$ cat src/rtl/wisc_pkg.sv
// Shared WISC-SP23 definitions used by the fetch and decode stages.
package wisc_pkg;

  localparam int unsigned XLEN = 16;
  localparam int unsigned OP_W = 5;

  localparam logic [OP_W-1:0] HALT_OP = 5'b00000;
  localparam logic [OP_W-1:0] NOP_OP  = 5'b00001;
  localparam logic [OP_W-1:0] J_OP    = 5'b00100;
  localparam logic [OP_W-1:0] JR_OP   = 5'b00101;
  localparam logic [OP_W-1:0] JAL_OP  = 5'b00110;
  localparam logic [OP_W-1:0] JALR_OP = 5'b00111;
  localparam logic [OP_W-1:0] LBI_OP  = 5'b11000;
  localparam logic [OP_W-1:0] SLBI_OP = 5'b10010;

  localparam logic [XLEN-1:0] NOP_INSTR = {NOP_OP, 11'b0};

  typedef enum logic [1:0] {
    FS_RUN     = 2'd0,
    FS_DISCARD = 2'd1,
    FS_HALT    = 2'd2,
    FS_ERR     = 2'd3
  } fetch_state_e;

  typedef enum logic [1:0] {
    TYPE_J  = 2'd0,
    TYPE_I1 = 2'd1,
    TYPE_I2 = 2'd2,
    TYPE_R  = 2'd3
  } instr_type_e;

  // IF/ID payload, also the skid-buffer entry
  typedef struct packed {
    logic [XLEN-1:0] instr;
    logic [XLEN-1:0] incr_pc;
    logic            valid;
  } ifid_t;

  function automatic logic [OP_W-1:0] opcode_of(input logic [XLEN-1:0] instr);
    return instr[XLEN-1 -: OP_W];
  endfunction

  // Instruction format class from the opcode, shared so decode and fetch agree
  function automatic instr_type_e type_of(input logic [OP_W-1:0] op);
    instr_type_e t;
    t = TYPE_I1;
    casez (op)
      J_OP, JAL_OP:                             t = TYPE_J;
      5'b011??, LBI_OP, SLBI_OP, JR_OP, JALR_OP: t = TYPE_I2;
      5'b11001, 5'b1101?, 5'b111??:             t = TYPE_R;
      default:                                  t = TYPE_I1;
    endcase
    return t;
  endfunction

endpackage

$ cat src/rtl/fetch_stage_if.sv
// Fetch-stage bus: hazard/redirect control, instruction memory and IF/ID outputs.
interface fetch_stage_if;
  import wisc_pkg::*;

  logic            stall_i;
  logic            flush_i;
  logic [XLEN-1:0] redirect_pc_i;
  logic            imem_rd_o;
  logic [XLEN-1:0] imem_addr_o;
  logic [XLEN-1:0] imem_data_i;
  logic            imem_done_i;
  logic [XLEN-1:0] ifid_instr_o;
  logic [XLEN-1:0] ifid_incr_pc_o;
  logic            ifid_valid_o;
  logic            halted_o;
  logic            err_o;

  modport master (
    input  stall_i, flush_i, redirect_pc_i, imem_data_i, imem_done_i,
    output imem_rd_o, imem_addr_o, ifid_instr_o, ifid_incr_pc_o, ifid_valid_o,
           halted_o, err_o
  );

  modport slave (
    output stall_i, flush_i, redirect_pc_i, imem_data_i, imem_done_i,
    input  imem_rd_o, imem_addr_o, ifid_instr_o, ifid_incr_pc_o, ifid_valid_o,
           halted_o, err_o
  );

endinterface

$ cat src/rtl/fetch_hold_buf.sv
// One-entry skid buffer that parks a fetched word while decode is stalled.
module fetch_hold_buf
  import wisc_pkg::*;
(
  input  logic  clk,
  input  logic  rst_n,
  input  logic  load,
  input  logic  drain,
  input  logic  clear,
  input  ifid_t din,
  output ifid_t dout,
  output logic  full
);

  ifid_t entry_q;

  // clear (flush) beats load; load and drain never coincide
  always_ff @(posedge clk or negedge rst_n) begin
    if (!rst_n) begin
      entry_q <= '{instr: NOP_INSTR, incr_pc: '0, valid: 1'b0};
    end else if (clear) begin
      entry_q.valid <= 1'b0;
    end else if (load) begin
      entry_q <= din;
    end else if (drain) begin
      entry_q.valid <= 1'b0;
    end
  end

  assign dout = entry_q;
  assign full = entry_q.valid;

endmodule

$ cat src/rtl/fetch_stage.sv
// WISC-SP23 instruction fetch: PC, imem request, IF/ID register, redirect/halt/error control.
module fetch_stage
  import wisc_pkg::*;
#(
  parameter logic [XLEN-1:0] RESET_PC = 16'h0000
) (
  input  logic                 clk,
  input  logic                 rst_n,
  fetch_stage_if.master        bus
);

  localparam ifid_t BUBBLE = '{instr: NOP_INSTR, incr_pc: '0, valid: 1'b0};

  fetch_state_e    state_q, state_n;
  logic [XLEN-1:0] pc_q, pc_n;
  logic [XLEN-1:0] redir_q, redir_n;
  logic [XLEN-1:0] pc_plus2;
  ifid_t           ifid_q, ifid_n;
  ifid_t           hb_din, hb_dout;
  logic            rd_q, rd_n;
  logic            halted_q, halted_n;
  logic            err_q, err_n;
  logic            hb_load, hb_drain, hb_clear, hb_full;
  logic            hold_n;
  logic            take;
  logic            is_halt;

  assign pc_plus2 = pc_q + XLEN'(2);
  assign take     = rd_q && bus.imem_done_i;
  assign is_halt  = (opcode_of(bus.imem_data_i) == HALT_OP);
  assign hb_din   = '{instr: bus.imem_data_i, incr_pc: pc_plus2, valid: 1'b1};

  fetch_hold_buf u_hold (
    .clk   (clk),
    .rst_n (rst_n),
    .load  (hb_load),
    .drain (hb_drain),
    .clear (hb_clear),
    .din   (hb_din),
    .dout  (hb_dout),
    .full  (hb_full)
  );

  // Next-state, PC and IF/ID selection
  always_comb begin
    state_n  = state_q;
    pc_n     = pc_q;
    redir_n  = redir_q;
    ifid_n   = ifid_q;
    halted_n = halted_q;
    err_n    = err_q;
    hb_load  = 1'b0;
    hb_drain = 1'b0;
    hb_clear = 1'b0;

    unique case (state_q)
      FS_RUN: begin
        if (bus.flush_i) begin
          ifid_n   = BUBBLE;
          hb_clear = 1'b1;
          // an in-flight access must complete before the new PC can be issued
          if (rd_q && !bus.imem_done_i) begin
            redir_n = bus.redirect_pc_i;
            state_n = FS_DISCARD;
          end else begin
            pc_n = bus.redirect_pc_i;
          end
        end else if (pc_q[0]) begin
          state_n  = FS_ERR;
          err_n    = 1'b1;
          ifid_n   = BUBBLE;
          hb_clear = 1'b1;
        end else if (hb_full) begin
          if (!bus.stall_i) begin
            ifid_n   = hb_dout;
            hb_drain = 1'b1;
          end
        end else if (take) begin
          pc_n = pc_plus2;
          if (bus.stall_i) begin
            hb_load = 1'b1;
          end else begin
            ifid_n = hb_din;
          end
          if (is_halt) begin
            state_n  = FS_HALT;
            halted_n = 1'b1;
          end
        end else if (!bus.stall_i) begin
          ifid_n = BUBBLE;
        end
      end

      FS_DISCARD: begin
        ifid_n = BUBBLE;
        if (bus.flush_i) begin
          redir_n = bus.redirect_pc_i;
        end
        if (take) begin
          pc_n    = bus.flush_i ? bus.redirect_pc_i : redir_q;
          state_n = FS_RUN;
        end
      end

      FS_HALT: begin
        // a flush here means the HALT was on a squashed path
        if (bus.flush_i) begin
          pc_n     = bus.redirect_pc_i;
          halted_n = 1'b0;
          state_n  = FS_RUN;
          ifid_n   = BUBBLE;
          hb_clear = 1'b1;
        end else if (!bus.stall_i) begin
          if (hb_full) begin
            ifid_n   = hb_dout;
            hb_drain = 1'b1;
          end else begin
            ifid_n = BUBBLE;
          end
        end
      end

      FS_ERR: begin
        ifid_n = BUBBLE;
      end

      default: begin
        state_n = FS_ERR;
      end
    endcase
  end

  // Request flag is registered from the post-edge view of state, hold and PC
  assign hold_n = hb_clear ? 1'b0 :
                  hb_load  ? 1'b1 :
                  hb_drain ? 1'b0 : hb_full;
  assign rd_n   = ((state_n == FS_RUN) || (state_n == FS_DISCARD)) && !hold_n && !pc_n[0];

  always_ff @(posedge clk or negedge rst_n) begin
    if (!rst_n) begin
      state_q  <= FS_RUN;
      pc_q     <= RESET_PC;
      redir_q  <= '0;
      ifid_q   <= BUBBLE;
      rd_q     <= !RESET_PC[0];
      halted_q <= 1'b0;
      err_q    <= 1'b0;
    end else begin
      state_q  <= state_n;
      pc_q     <= pc_n;
      redir_q  <= redir_n;
      ifid_q   <= ifid_n;
      rd_q     <= rd_n;
      halted_q <= halted_n;
      err_q    <= err_n;
    end
  end

  assign bus.imem_rd_o      = rd_q;
  assign bus.imem_addr_o    = pc_q;
  assign bus.ifid_instr_o   = ifid_q.instr;
  assign bus.ifid_incr_pc_o = ifid_q.incr_pc;
  assign bus.ifid_valid_o   = ifid_q.valid;
  assign bus.halted_o       = halted_q;
  assign bus.err_o          = err_q;

endmodule

$ cat src/flat_wrapper.sv
// flat-port wrapper written by rule: the top's interface ports become plain ports
module fetch_stage_flat import wisc_pkg::*;
#(
  parameter logic [XLEN-1:0] RESET_PC = 16'h0000
)
  (clk, rst_n, bus_stall_i, bus_flush_i, bus_redirect_pc_i, bus_imem_data_i, bus_imem_done_i, bus_imem_rd_o, bus_imem_addr_o, bus_ifid_instr_o, bus_ifid_incr_pc_o, bus_ifid_valid_o, bus_halted_o, bus_err_o);
  fetch_stage_if bus_i ();
  input  logic clk;
  input  logic rst_n;
  input wire logic [$bits(bus_i.stall_i)-1:0] bus_stall_i;
  input wire logic [$bits(bus_i.flush_i)-1:0] bus_flush_i;
  input wire logic [$bits(bus_i.redirect_pc_i)-1:0] bus_redirect_pc_i;
  input wire logic [$bits(bus_i.imem_data_i)-1:0] bus_imem_data_i;
  input wire logic [$bits(bus_i.imem_done_i)-1:0] bus_imem_done_i;
  output wire logic [$bits(bus_i.imem_rd_o)-1:0] bus_imem_rd_o;
  output wire logic [$bits(bus_i.imem_addr_o)-1:0] bus_imem_addr_o;
  output wire logic [$bits(bus_i.ifid_instr_o)-1:0] bus_ifid_instr_o;
  output wire logic [$bits(bus_i.ifid_incr_pc_o)-1:0] bus_ifid_incr_pc_o;
  output wire logic [$bits(bus_i.ifid_valid_o)-1:0] bus_ifid_valid_o;
  output wire logic [$bits(bus_i.halted_o)-1:0] bus_halted_o;
  output wire logic [$bits(bus_i.err_o)-1:0] bus_err_o;
  assign bus_i.stall_i = bus_stall_i;
  assign bus_i.flush_i = bus_flush_i;
  assign bus_i.redirect_pc_i = bus_redirect_pc_i;
  assign bus_i.imem_data_i = bus_imem_data_i;
  assign bus_i.imem_done_i = bus_imem_done_i;
  assign bus_imem_rd_o = bus_i.imem_rd_o;
  assign bus_imem_addr_o = bus_i.imem_addr_o;
  assign bus_ifid_instr_o = bus_i.ifid_instr_o;
  assign bus_ifid_incr_pc_o = bus_i.ifid_incr_pc_o;
  assign bus_ifid_valid_o = bus_i.ifid_valid_o;
  assign bus_halted_o = bus_i.halted_o;
  assign bus_err_o = bus_i.err_o;
  fetch_stage #(.RESET_PC(RESET_PC)) u_core (.clk(clk), .rst_n(rst_n), .bus(bus_i));
endmodule
$ cat config.mk
export PLATFORM = sky130hd
export DESIGN_NAME = fetch_stage_flat
export DESIGN_NICKNAME = d
export VERILOG_FILES = /design/src/rtl/wisc_pkg.sv /design/src/rtl/fetch_stage_if.sv /design/src/rtl/fetch_hold_buf.sv /design/src/rtl/fetch_stage.sv /design/src/flat_wrapper.sv
export SDC_FILE = /design/constraint.sdc
export NUM_CORES = 1
export LEC_CHECK = 0
export BUFFER_PORTS_ARGS = -buffer_cell sky130_fd_sc_hd__buf_2
export CAP_MARGIN = 40
export CORE_MARGIN = 1.5
export CORE_UTILIZATION = 56
export CTS_BUF_LIST = sky130_fd_sc_hd__clkbuf_4 sky130_fd_sc_hd__clkbuf_8 sky130_fd_sc_hd__clkbuf_16
export CTS_CLUSTER_SIZE = 24
export DETAILED_ROUTE_END_ITERATION = 7
export HOLD_SLACK_MARGIN = 0.03
export PLACE_DENSITY = 0.87
export SYNTH_ARGS = -nofsm -noshare
export SYNTH_HDL_FRONTEND = slang
export SYNTH_SLANG_ARGS = --single-unit
$ cat constraint.sdc
create_clock -name clk -period 2.6 [get_ports clk]
set_input_delay 0.52 -clock clk [delete_from_list [all_inputs] [get_ports clk]]
set_output_delay 0.52 -clock clk [all_outputs]
set_load 0.01 [all_outputs]
==> impl_metrics.env <==
export IMPL_outcome="finished clean"
export IMPL_areaGrowthSynthToFinish_pct=16.5
export IMPL_fin_tns_setup_ns=0
export IMPL_layout_setup_ws_ns=0.221
export IMPL_nFillCells=625
export IMPL_cts_max_level=3
export IMPL_grt_pass1_vias=3841
export IMPL_rsz0062_at_grt="no"
export IMPL_synth_nets=508
export IMPL_gp_congestion=0.920
export IMPL_cts_resized=0
export IMPL_initial_core_util_pct=58.3
export IMPL_stdcell_count=664
export IMPL_cts_tree="done"
export IMPL_ys_ff_latch=103
export IMPL_io_pins=89
export IMPL_numPortBuffers=88
export IMPL_synth_area_leader_cell="dfrtp_1"
export IMPL_drt_wirelength_per_cell_um=17.2
export IMPL_via_per_inst=6.08
export IMPL_finalPower_mw=5.43
export IMPL_fin_nets=593
export IMPL_die_w_um=96.0
export IMPL_slew_headroom_pct=54.4
export IMPL_fmax_mhz=420
export IMPL_detail_route_antenna_nets=0
export IMPL_dp_cells=649
export IMPL_fp_dieArea_um2=9210
export IMPL_drt_pass1_iter_count=5
export IMPL_grt_ovfl_total=0
export IMPL_min_period_over_period_pct=91.5
export IMPL_ctsHoldBuffers=0
export IMPL_hp_class="primary input to asynchronous set/reset pin"
export IMPL_synth_area_top_cells="dfrtp_1, o21ai_0, mux2_2"
export IMPL_grt_start_max_net_pins=48
export IMPL_drive_gt1_share_pct=29.2
export IMPL_fp_row_count=33
export IMPL_dpl_hpwl_um=7800
export IMPL_ys_types=50
export IMPL_synth_enable_flop_cells=0
export IMPL_crit_path_start_kind="flop"
export IMPL_max_cap_violations=0
export IMPL_clk_path_buf_depth=2
export IMPL_slew_violations=0
export IMPL_cts_clk_slew_worst_paths_ns=0.11
export IMPL_final_area_um2=5640
export IMPL_ir_worst_vdd_mv=0.502
export IMPL_worst_pin_slew_ns=0.678
export IMPL_crit_type="flop to flop"
export IMPL_synth_top_flop_cell="dfrtp_1"
export IMPL_postSynthAreaPerCell_um2=10.3
export IMPL_antenna_found_initial=0
export IMPL_postCtsSetupBuffers=0
export IMPL_syn_inst=470
export IMPL_place_ws_ns=0.144
export IMPL_drc_errors=0
export IMPL_clk_latency_ns=0.37
export IMPL_p_per_area_nw_per_um2=964
export IMPL_critPathCaptureType="flop"
export IMPL_skew_ns=0.0111
export IMPL_cts_buffers=9
export IMPL_cts_root_buf="clkbuf_8"
export IMPL_ys_warn_count=0
export IMPL_p_leak_nw=2.60
export IMPL_clock_sinks=103
export IMPL_yosysSeqAreaShare_pct=53.3
export IMPL_num_vias=4035
export IMPL_wirelength_um=11400
export IMPL_grt_first_pass_wirelength_um=18600
export IMPL_die_h_um=96.0
export IMPL_hold_viol=0
export IMPL_diodes=0
export IMPL_synthesis_area_um2=4840
export IMPL_cp_max_fo=22
export IMPL_placed_area_um2=5420
export IMPL_cp_arrival_ns=2.68
export IMPL_synthArstFlopShare_pct=100
export IMPL_track_usage_pct=26.4
export IMPL_finalSetupViolCount=0
export IMPL_synth_top_area_share_pct=51.7
export IMPL_min_period_ns=2.38
export IMPL_required_ns=2.90
export IMPL_dr_first_iter_drc_count=324
export IMPL_core_area_um2=8300
cells in the mapped netlist, types with 2 or more instances:
| library cell | count |
|---|---|
| a31oi_1 | 2 |
| o21ai_0 | 56 |
| nand2_1 | 53 |
| nor3_1 | 9 |
| clkbuf_1 | 23 |
| or4_1 | 4 |
| buf_6 | 4 |
| nor2_1 | 36 |
| o311ai_0 | 2 |
| inv_1 | 12 |
| o22ai_1 | 3 |
| a2bb2oi_1 | 9 |
| nor4_1 | 7 |
| mux2_4 | 11 |
| dfrtp_1 | 100 |
| xor2_1 | 2 |
| o21ai_1 | 2 |
| nand4_1 | 2 |
| nor3b_1 | 3 |
| or3_1 | 3 |
| o32ai_1 | 2 |
| buf_2 | 2 |
| a22oi_1 | 18 |
| a222oi_1 | 2 |
| nand2b_1 | 3 |
| a21oi_1 | 25 |
| mux2i_1 | 3 |
| nand3_1 | 6 |
| or2_2 | 2 |
| mux2_2 | 23 |
| xnor2_1 | 11 |
| dfstp_2 | 3 |
| and3_1 | 3 |
| a221oi_1 | 8 |
area by class of cell:
| class | instances | area, um^2 | share of cell area [%] |
|---|---|---|---|
| Tap cell | 105 | 131 | 2.33 |
| Clock inverter | 6 | 95.1 | 1.69 |
| Clock buffer | 9 | 124 | 2.20 |
| Inverter | 12 | 45.0 | 0.799 |
| Sequential cell | 103 | 2580 | 45.8 |
| Multi-Input combinational cell | 324 | 2070 | 36.6 |
| Timing Repair Buffer | 105 | 596 | 10.6 |
kinds of logic after synthesis:
family,count (synthesis),share of synthesized area [%]
flops,103,53.3
mux,37,9.38
xor+xnor,13,2.35
buf+inv,43,4.08
simple gates,136,13.0
fa+ha+maj,1,0.258
compound gates,137,17.6
power breakdown:
part	leakage [nW]	total (mW)	switching, mW	internal, mW
Clock	0.103	1.11	0.567	0.545
Combinational	1.16	1.82	0.982	0.838
Sequential	1.33	2.50	0.393	2.11
flip-flops by register name, summed over array words and instances, names as in the netlist:
name,flops
u_core.bus.ifid_instr_o,16
u_core.bus.halted_o,1
u_core.u_hold.dout,32
u_core.bus.ifid_incr_pc_o,16
u_core.state_q,2
u_core.bus.imem_rd_o,1
u_core.u_hold.full,1
u_core.redir_q,16
u_core.bus.ifid_valid_o,1
u_core.bus.err_o,1
u_core.bus.imem_addr_o,16
worst paths after layout:
check,from,to,slack (ns),cells past startpoint
max,u_core.bus.imem_addr_o[0],u_core.bus.ifid_incr_pc_o[5],0.22,6
max reg2reg,u_core.bus.imem_addr_o[0],u_core.bus.ifid_incr_pc_o[5],0.22,6
min in group clk,bus_imem_data_i[3],u_core.u_hold.dout[20],0.39,2
max in group asynchronous,rst_n,u_core.bus.imem_addr_o[5],1.81,2
min reg2reg,u_core.bus.err_o,u_core.bus.err_o,0.46,1
min,rst_n,u_core.u_hold.dout[22],0.09,1
metrics by stage:
stage	util (%)	hold slack, ns
global placement	65.3	0.439
finish	67.9	0.0917
detailed placement	65.3	0.448
floorplan	-	0.224
global route	67.9	0.109
CTS	67.9	0.0991
worst max-delay path, cell delays in order, from the launching register on:
cell	delay [ns]
dfrtp_1	0.50
or4_1	0.59
buf_4	0.24
or3_1	0.57
nor2_1	0.21
a21oi_1	0.07
o21ai_1	0.12
cells in the final DEF, fill, tap and decap left out, types with 3 or more instances in the layout:
master	count
mux2_2	23
nor4_1	7
dfstp_2	3
mux2_4	11
nor3_1	9
inv_1	12
or3_1	3
mux2i_1	3
nor3b_1	3
a221oi_1	8
nand3_1	6
o22ai_1	3
nor2_1	35
clkbuf_8	9
xnor2_1	11
dfrtp_1	100
o21ai_0	56
or4_1	3
a2bb2oi_1	9
buf_2	87
buf_4	16
nand2_1	53
nand2b_1	3
a21oi_1	25
a22oi_1	18
and3_1	3
routing by layer:
metal / global-route usage [%] / share of wire (%) / routed length [um]
met1: 37.6 / 44 / 5010
met2: 39.6 / 47 / 5340
met3: 5.29 / 7.6 / 867
met4: 10.5 / 1.7 / 190
met5: 0 / 0 / 0
Power figures use the tool's default switching activity.
